==> src/rtl/mips_pkg.sv <==
// Shared MIPS datapath definitions for the sequential multiplier: widths,
// iteration count, FSM state encoding and the operand magnitude helper.
package mips_pkg;

    localparam int unsigned DATA_W    = 32;
    localparam int unsigned PROD_W    = 2 * DATA_W;
    localparam int unsigned MULT_ITER = 32;
    localparam int unsigned CNT_W     = 5;

    typedef enum logic [1:0] {
        IDLE = 2'd0,
        CALC = 2'd1,
        FIX  = 2'd2
    } state_e;

    // |x| for a two's-complement word; 0x80000000 maps to itself and is read as unsigned.
    function automatic logic [DATA_W-1:0] magnitude(input logic [DATA_W-1:0] x);
        return x[DATA_W-1] ? DATA_W'((~x) + DATA_W'(1)) : x;
    endfunction

endpackage

==> src/rtl/mult_seq_unit_if.sv <==
// Request/result bundle between the issue logic (master) and the multiplier (slave).
interface mult_seq_unit_if;
    import mips_pkg::*;

    logic              start;
    logic              is_signed;
    logic [DATA_W-1:0] op_a;
    logic [DATA_W-1:0] op_b;
    logic              busy;
    logic              done;
    logic [DATA_W-1:0] hi;
    logic [DATA_W-1:0] lo;

    modport master (
        output start, is_signed, op_a, op_b,
        input  busy, done, hi, lo
    );

    modport slave (
        input  start, is_signed, op_a, op_b,
        output busy, done, hi, lo
    );

endinterface

==> src/rtl/mult_seq_unit_fadder32.sv <==
// 32-bit ripple-carry adder of the MIPS datapath, reused for each partial-product add.
module mult_seq_unit_fadder32
    import mips_pkg::*;
(
    input  logic [DATA_W-1:0] a,
    input  logic [DATA_W-1:0] b,
    input  logic              carry_in,
    output logic [DATA_W-1:0] sum,
    output logic              carry_out
);

    // Bit-serial carry chain, one full adder per bit.
    always_comb begin
        logic c;
        c   = carry_in;
        sum = '0;
        for (int i = 0; i < int'(DATA_W); i++) begin
            sum[i] = a[i] ^ b[i] ^ c;
            c      = (a[i] & b[i]) | (c & (a[i] ^ b[i]));
        end
        carry_out = c;
    end

endmodule

==> src/rtl/mult_seq_unit.sv <==
// Iterative shift-and-add MULT/MULTU: 32 add/shift steps through the shared
// ripple adder, then one cycle of optional sign correction into HI/LO.
module mult_seq_unit
    import mips_pkg::*;
#(
    parameter int unsigned WIDTH = 32
) (
    input  logic             clk,
    input  logic             reset,
    mult_seq_unit_if.slave   bus
);

    state_e             state_q, state_d;
    logic [CNT_W-1:0]   count_q, count_d;
    logic [WIDTH-1:0]   mcand_q, mcand_d;
    logic [PROD_W-1:0]  p_q, p_d;
    logic               neg_q, neg_d;
    logic               busy_q, busy_d;
    logic               done_q, done_d;
    logic [DATA_W-1:0]  hi_q, hi_d;
    logic [DATA_W-1:0]  lo_q, lo_d;

    logic [DATA_W-1:0]  add_b_c;
    logic [DATA_W-1:0]  add_sum_c;
    logic               add_cout_c;
    logic [PROD_W-1:0]  result_c;

    assign add_b_c = p_q[0] ? DATA_W'(mcand_q) : '0;

    mult_seq_unit_fadder32 u_fadder32 (
        .a         (p_q[PROD_W-1:DATA_W]),
        .b         (add_b_c),
        .carry_in  (1'b0),
        .sum       (add_sum_c),
        .carry_out (add_cout_c)
    );

    // Sign correction of the unsigned magnitude product.
    assign result_c = neg_q ? PROD_W'((~p_q) + PROD_W'(1)) : p_q;

    always_ff @(posedge clk) begin
        if (reset) begin
            state_q <= IDLE;
            count_q <= '0;
            mcand_q <= '0;
            p_q     <= '0;
            neg_q   <= 1'b0;
            busy_q  <= 1'b0;
            done_q  <= 1'b0;
            hi_q    <= '0;
            lo_q    <= '0;
        end else begin
            state_q <= state_d;
            count_q <= count_d;
            mcand_q <= mcand_d;
            p_q     <= p_d;
            neg_q   <= neg_d;
            busy_q  <= busy_d;
            done_q  <= done_d;
            hi_q    <= hi_d;
            lo_q    <= lo_d;
        end
    end

    always_comb begin
        state_d = state_q;
        count_d = count_q;
        mcand_d = mcand_q;
        p_d     = p_q;
        neg_d   = neg_q;
        done_d  = 1'b0;
        hi_d    = hi_q;
        lo_d    = lo_q;

        unique case (state_q)
            IDLE: begin
                if (bus.start) begin
                    state_d = CALC;
                    count_d = '0;
                    mcand_d = WIDTH'(bus.is_signed ? magnitude(bus.op_a) : bus.op_a);
                    p_d     = {{DATA_W{1'b0}},
                               (bus.is_signed ? magnitude(bus.op_b) : bus.op_b)};
                    neg_d   = bus.is_signed & (bus.op_a[DATA_W-1] ^ bus.op_b[DATA_W-1]);
                end
            end
            CALC: begin
                // Carry-out lands in P[63] before the right shift, so no bit is lost.
                p_d     = {add_cout_c, add_sum_c, p_q[DATA_W-1:1]};
                count_d = count_q + CNT_W'(1);
                if (count_q == CNT_W'(MULT_ITER - 1)) begin
                    state_d = FIX;
                end
            end
            FIX: begin
                hi_d    = result_c[PROD_W-1:DATA_W];
                lo_d    = result_c[DATA_W-1:0];
                done_d  = 1'b1;
                state_d = IDLE;
            end
            default: begin
                state_d = IDLE;
            end
        endcase

        busy_d = (state_d != IDLE);
    end

    assign bus.busy = busy_q;
    assign bus.done = done_q;
    assign bus.hi   = hi_q;
    assign bus.lo   = lo_q;

endmodule
==> src/flat_wrapper.sv <==
// flat-port wrapper written by rule: the top's interface ports become plain ports
module mult_seq_unit_flat import mips_pkg::*;
#(
    parameter int unsigned WIDTH = 32
)
  (clk, reset, bus_start, bus_is_signed, bus_op_a, bus_op_b, bus_busy, bus_done, bus_hi, bus_lo);
  mult_seq_unit_if bus_i ();
  input  logic clk;
  input  logic reset;
  input wire logic [$bits(bus_i.start)-1:0] bus_start;
  input wire logic [$bits(bus_i.is_signed)-1:0] bus_is_signed;
  input wire logic [$bits(bus_i.op_a)-1:0] bus_op_a;
  input wire logic [$bits(bus_i.op_b)-1:0] bus_op_b;
  output wire logic [$bits(bus_i.busy)-1:0] bus_busy;
  output wire logic [$bits(bus_i.done)-1:0] bus_done;
  output wire logic [$bits(bus_i.hi)-1:0] bus_hi;
  output wire logic [$bits(bus_i.lo)-1:0] bus_lo;
  assign bus_i.start = bus_start;
  assign bus_i.is_signed = bus_is_signed;
  assign bus_i.op_a = bus_op_a;
  assign bus_i.op_b = bus_op_b;
  assign bus_busy = bus_i.busy;
  assign bus_done = bus_i.done;
  assign bus_hi = bus_i.hi;
  assign bus_lo = bus_i.lo;
  mult_seq_unit #(.WIDTH(WIDTH)) u_core (.clk(clk), .reset(reset), .bus(bus_i));
endmodule
==> config.mk <==
export PLATFORM = sky130hd
export DESIGN_NAME = mult_seq_unit_flat
export DESIGN_NICKNAME = d
export VERILOG_FILES = /design/src/rtl/mips_pkg.sv /design/src/rtl/mult_seq_unit_if.sv /design/src/rtl/mult_seq_unit_fadder32.sv /design/src/rtl/mult_seq_unit.sv /design/src/flat_wrapper.sv
export SDC_FILE = /design/constraint.sdc
export NUM_CORES = 1
export LEC_CHECK = 0
export ABC_AREA = 1
export CORE_MARGIN = 10
export CORE_UTILIZATION = 45
export DETAILED_ROUTE_END_ITERATION = 6
export PLACE_DENSITY = 0.79
export SYNTH_ARGS = -nofsm -noshare
export SYNTH_HDL_FRONTEND = slang
export SYNTH_SLANG_ARGS = --single-unit
==> constraint.sdc <==
create_clock -name clk -period 15.4 [get_ports clk]
set_input_delay 3.08 -clock clk [delete_from_list [all_inputs] [get_ports clk]]
set_output_delay 3.08 -clock clk [all_outputs]
set_load 0.01 [all_outputs]
==> metrics.log <==
[metrics] hpwl dp: 27.7 mm
[metrics] slowest cell delay on critical path: 0.92 ns
[metrics] largest voltage drop on the vdd net: 0.0615 mV
[metrics] number of endpoints with negative hold slack in the final report: 0
[metrics] Post-CTS Repair Setup Buffers: 0
[metrics] normalized max-slew margin: 36.8%
[metrics] Data required, critical path: 15.76 ns
[metrics] crit path DAT: 14.35 ns
[metrics] Critical Path End Type: flop
[metrics] die area: 31200 um^2
[metrics] clock transition at the registers of the reported paths: 0.07 ns
[metrics] Post-layout nets: 1950
[metrics] clk sinks: 170
[metrics] clock latency reported for the late side of the worst-skew pair: 0.44 ns
[metrics] Final Cycle Share: 90.8%
[metrics] maximum number of pins on one net before global-route repair: 96
[metrics] Total Wirelength: 36.0 mm
[metrics] Clock Skew: 0.0160 ns
[metrics] count of H-tree levels built during CTS: 4
[metrics] clock buffers created by TritonCTS: 17
[metrics] warnings from Yosys: 0
[metrics] crit-path max FO: 27
[metrics] fraction of the core area covered by cells at the end of the flow: 54.1%
[metrics] Filler Cells Inserted: 2427
[metrics] Final TNS setup: 0 ns
[metrics] total via count after detailed routing: 11639
[metrics] number of buffers on the longest clock path: 2
[metrics] row cnt: 57
[metrics] Top Ports: 134
[metrics] area of the core: 24200 um^2
[metrics] number of distinct library cells after synthesis: 41
[metrics] detailed-route vias per instance: 5.34
[metrics] global-route wire length before repair: 56.0 mm
[metrics] number of port buffers: 133
[metrics] most common cell type on the critical path: sky130_fd_sc_hd__fa_1
[metrics] Post-CTS Hold Buffers: 0
[metrics] number of synthesized register bits: 170
[metrics] remaining design rule violation count: 0
[metrics] number of maximum-capacitance constraint violations: 0
[metrics] register area share after synthesis: 30.8%
[metrics] post-CTS resize count: 0
[metrics] synth-to-layout area growth: 18.9%
[metrics] count of buffering cells on the critical path with inverters included: 3
[metrics] overflow left after global routing: 0
[metrics] Gate Count Post-Synth: 1757
[metrics] total standard cell area after synthesis: 11000 um^2
[metrics] area taken by multi-input logic gates: 6670 um^2
[metrics] highest-count cells in the layout ignoring fill and taps: sky130_fd_sc_hd__nand2_1, sky130_fd_sc_hd__nor2_1, sky130_fd_sc_hd__inv_1, sky130_fd_sc_hd__dfxtp_1, sky130_fd_sc_hd__clkdlybuf4s50_1
[metrics] Synth Area per Inst: 6.28 um^2
[metrics] category of the critical setup timing path: flop to flop
[metrics] via count of the first global-routing pass: 10458
[metrics] number of design-rule violations left by the first detailed-router iteration: 1212
[metrics] most common cell after layout, fill and taps aside: sky130_fd_sc_hd__nand2_1
[metrics] critical path launch point type: flop
[metrics] DR WL/cell: 16.5 um
[metrics] Slew Viols, Final: 0
[metrics] clock root buffer master: sky130_fd_sc_hd__clkbuf_16
[metrics] Crit path max-delay family: adder cells
[metrics] crit path max-delay cell type: sky130_fd_sc_hd__dfxtp_1
[metrics] initial cell density of the core: 45.5%
[metrics] sequential cell area: 3400 um^2
[metrics] first drt pass iteration count: 6
[metrics] Final min period: 13.99 ns
[metrics] final RePlAce weighted congestion: 1.01
[metrics] clock tree from TritonCTS: built
[metrics] run status: completed
[metrics] achievable clock frequency: 71.5 MHz
[metrics] net count after synthesis: 1862
[metrics] initial antenna violation count: 0
[metrics] Die W: 177 um
[metrics] die height: 177 um
[metrics] count of final setup violators: 0
[metrics] pin slew with the least headroom to its limit: 0.948 ns
[metrics] total leakage power: 5.59 nW
[metrics] RSZ-0062 raised after global routing: no
[metrics] ANT nets after route: 0
[metrics] power per standard cell area: 87.9 nW/um^2
[metrics] path type of the worst min-delay path: flop to flop
[metrics] diode count: 0
[metrics] All-Layer GR Usage: 22.4%
[metrics] fraction of final layout cells with drive strength greater than 1: 5.44%
-- state kept, by name (all words and copies together), names as in the netlist --
name             cells
u_core.mcand_q      32
u_core.count_q       5
u_core.bus.done      1
u_core.bus.busy      1
u_core.state_q       2
u_core.bus.hi       32
u_core.bus.lo       32
u_core.p_q          64
u_core.neg_q         1
-- power breakdown --
| part | switching [W] | internal [W] | leakage (nW) |
|---|---|---|---|
| Sequential | 0.0000209 | 0.000456 | 1.38 |
| Clock | 0.000192 | 0.000247 | 0.292 |
| Combinational | 0.000160 | 0.0000782 | 3.91 |
| Total | 0.000372 | 0.000781 | 5.59 |
-- kinds of logic (layout without fill, tap and decap cells) --
family | after synthesis | in the layout | share of synthesized area [%]
adders and majority gates | 37 | 37 | 6.30
and+or+nand+nor | 983 | 983 | 37.1
buffers and inverters | 250 | 350 | 8.84
DFF | 170 | 170 | 30.8
AOI/OAI and AO/OA | 281 | 281 | 14.0
xor gates and xnor gates | 36 | 36 | 2.86
-- layer usage --
| metal | GRT usage, % | up-vias | wire length, um |
|---|---|---|---|
| li1 | - | 5778 | - |
| met1 | 32.4 | 5321 | 16700 |
| met2 | 33.7 | 500 | 15600 |
| met3 | 3.71 | 40 | 3200 |
| met4 | 5.43 | 0 | 553 |
| met5 | 0 | - | 0 |
-- stage by stage --
step           instances  hold slack (ns)  cell area [um^2]  power [W]  setup WS, ns
6_report            2181            0.472             13100    0.00115          1.41
5_1_grt             2181            0.505             13100    0.00120         0.933
4_1_cts             2181            0.467             13100    0.00115          1.42
3_5_place_dp        2150            0.453             12500   0.000718          1.53
3_3_place_gp        2150            0.450             12500   0.000715          1.76
2_1_floorplan       1757            0.440             11000   0.000640          2.46
-- worst paths after layout --
kind | from | to | slack [ns] | cells after the start
worst max-delay path | u_core.p_q[0] | u_core.p_q[62] | 1.41 | 37
worst min-delay path | u_core.p_q[63] | u_core.p_q[63] | 0.47 | 2
worst max register to register | u_core.p_q[0] | u_core.p_q[62] | 1.41 | 37
worst min register to register | u_core.p_q[63] | u_core.p_q[63] | 0.47 | 2
-- cell usage after synthesis (all sizes together) --
cell / number / area, um^2
xor2: 27 / 236
o21bai: 2 / 15.0
o211ai: 4 / 30.0
clkinv: 2 / 7.51
clkbuf: 43 / 161
or2: 36 / 225
o31ai: 1 / 7.51
a221oi: 1 / 8.76
a21o: 3 / 22.5
a21oi: 119 / 599
ha: 6 / 75.1
nand3: 119 / 596
xnor2: 9 / 78.8
a31oi: 13 / 81.3
a22oi: 19 / 143
fa: 31 / 621
o21ai: 111 / 578
dfxtp: 170 / 3400
nand3b: 4 / 33.8
o221ai: 6 / 52.6
inv: 177 / 664
nand4: 25 / 156
buf: 28 / 143
nand2: 465 / 1770
o22ai: 2 / 12.5
nor4: 2 / 12.5
nor3: 8 / 40.0
nor2: 324 / 1270
-- area by class of cell --
type / count / area share (%)
clock buffer: 18 / 3.35
inverter: 179 / 5.12
clock inverter: 13 / 1.16
multi-input combinational: 1337 / 50.8
sequential: 170 / 25.9
timing repair buffer: 140 / 10.5
tap: 324 / 3.09
-- worst reg2reg max path: cells and delay by family (launching register included) --
family | cells | cell delay, ns
AND/OR/NAND/NOR | 2 | 0.38
buffers and inverters | 3 | 0.42
flip-flops | 1 | 0.92
AO/OA/AOI/OAI | 1 | 0.14
adder cells (fa/ha/maj) | 31 | 12.04
Note: power is estimated with default switching activity, not from simulation.
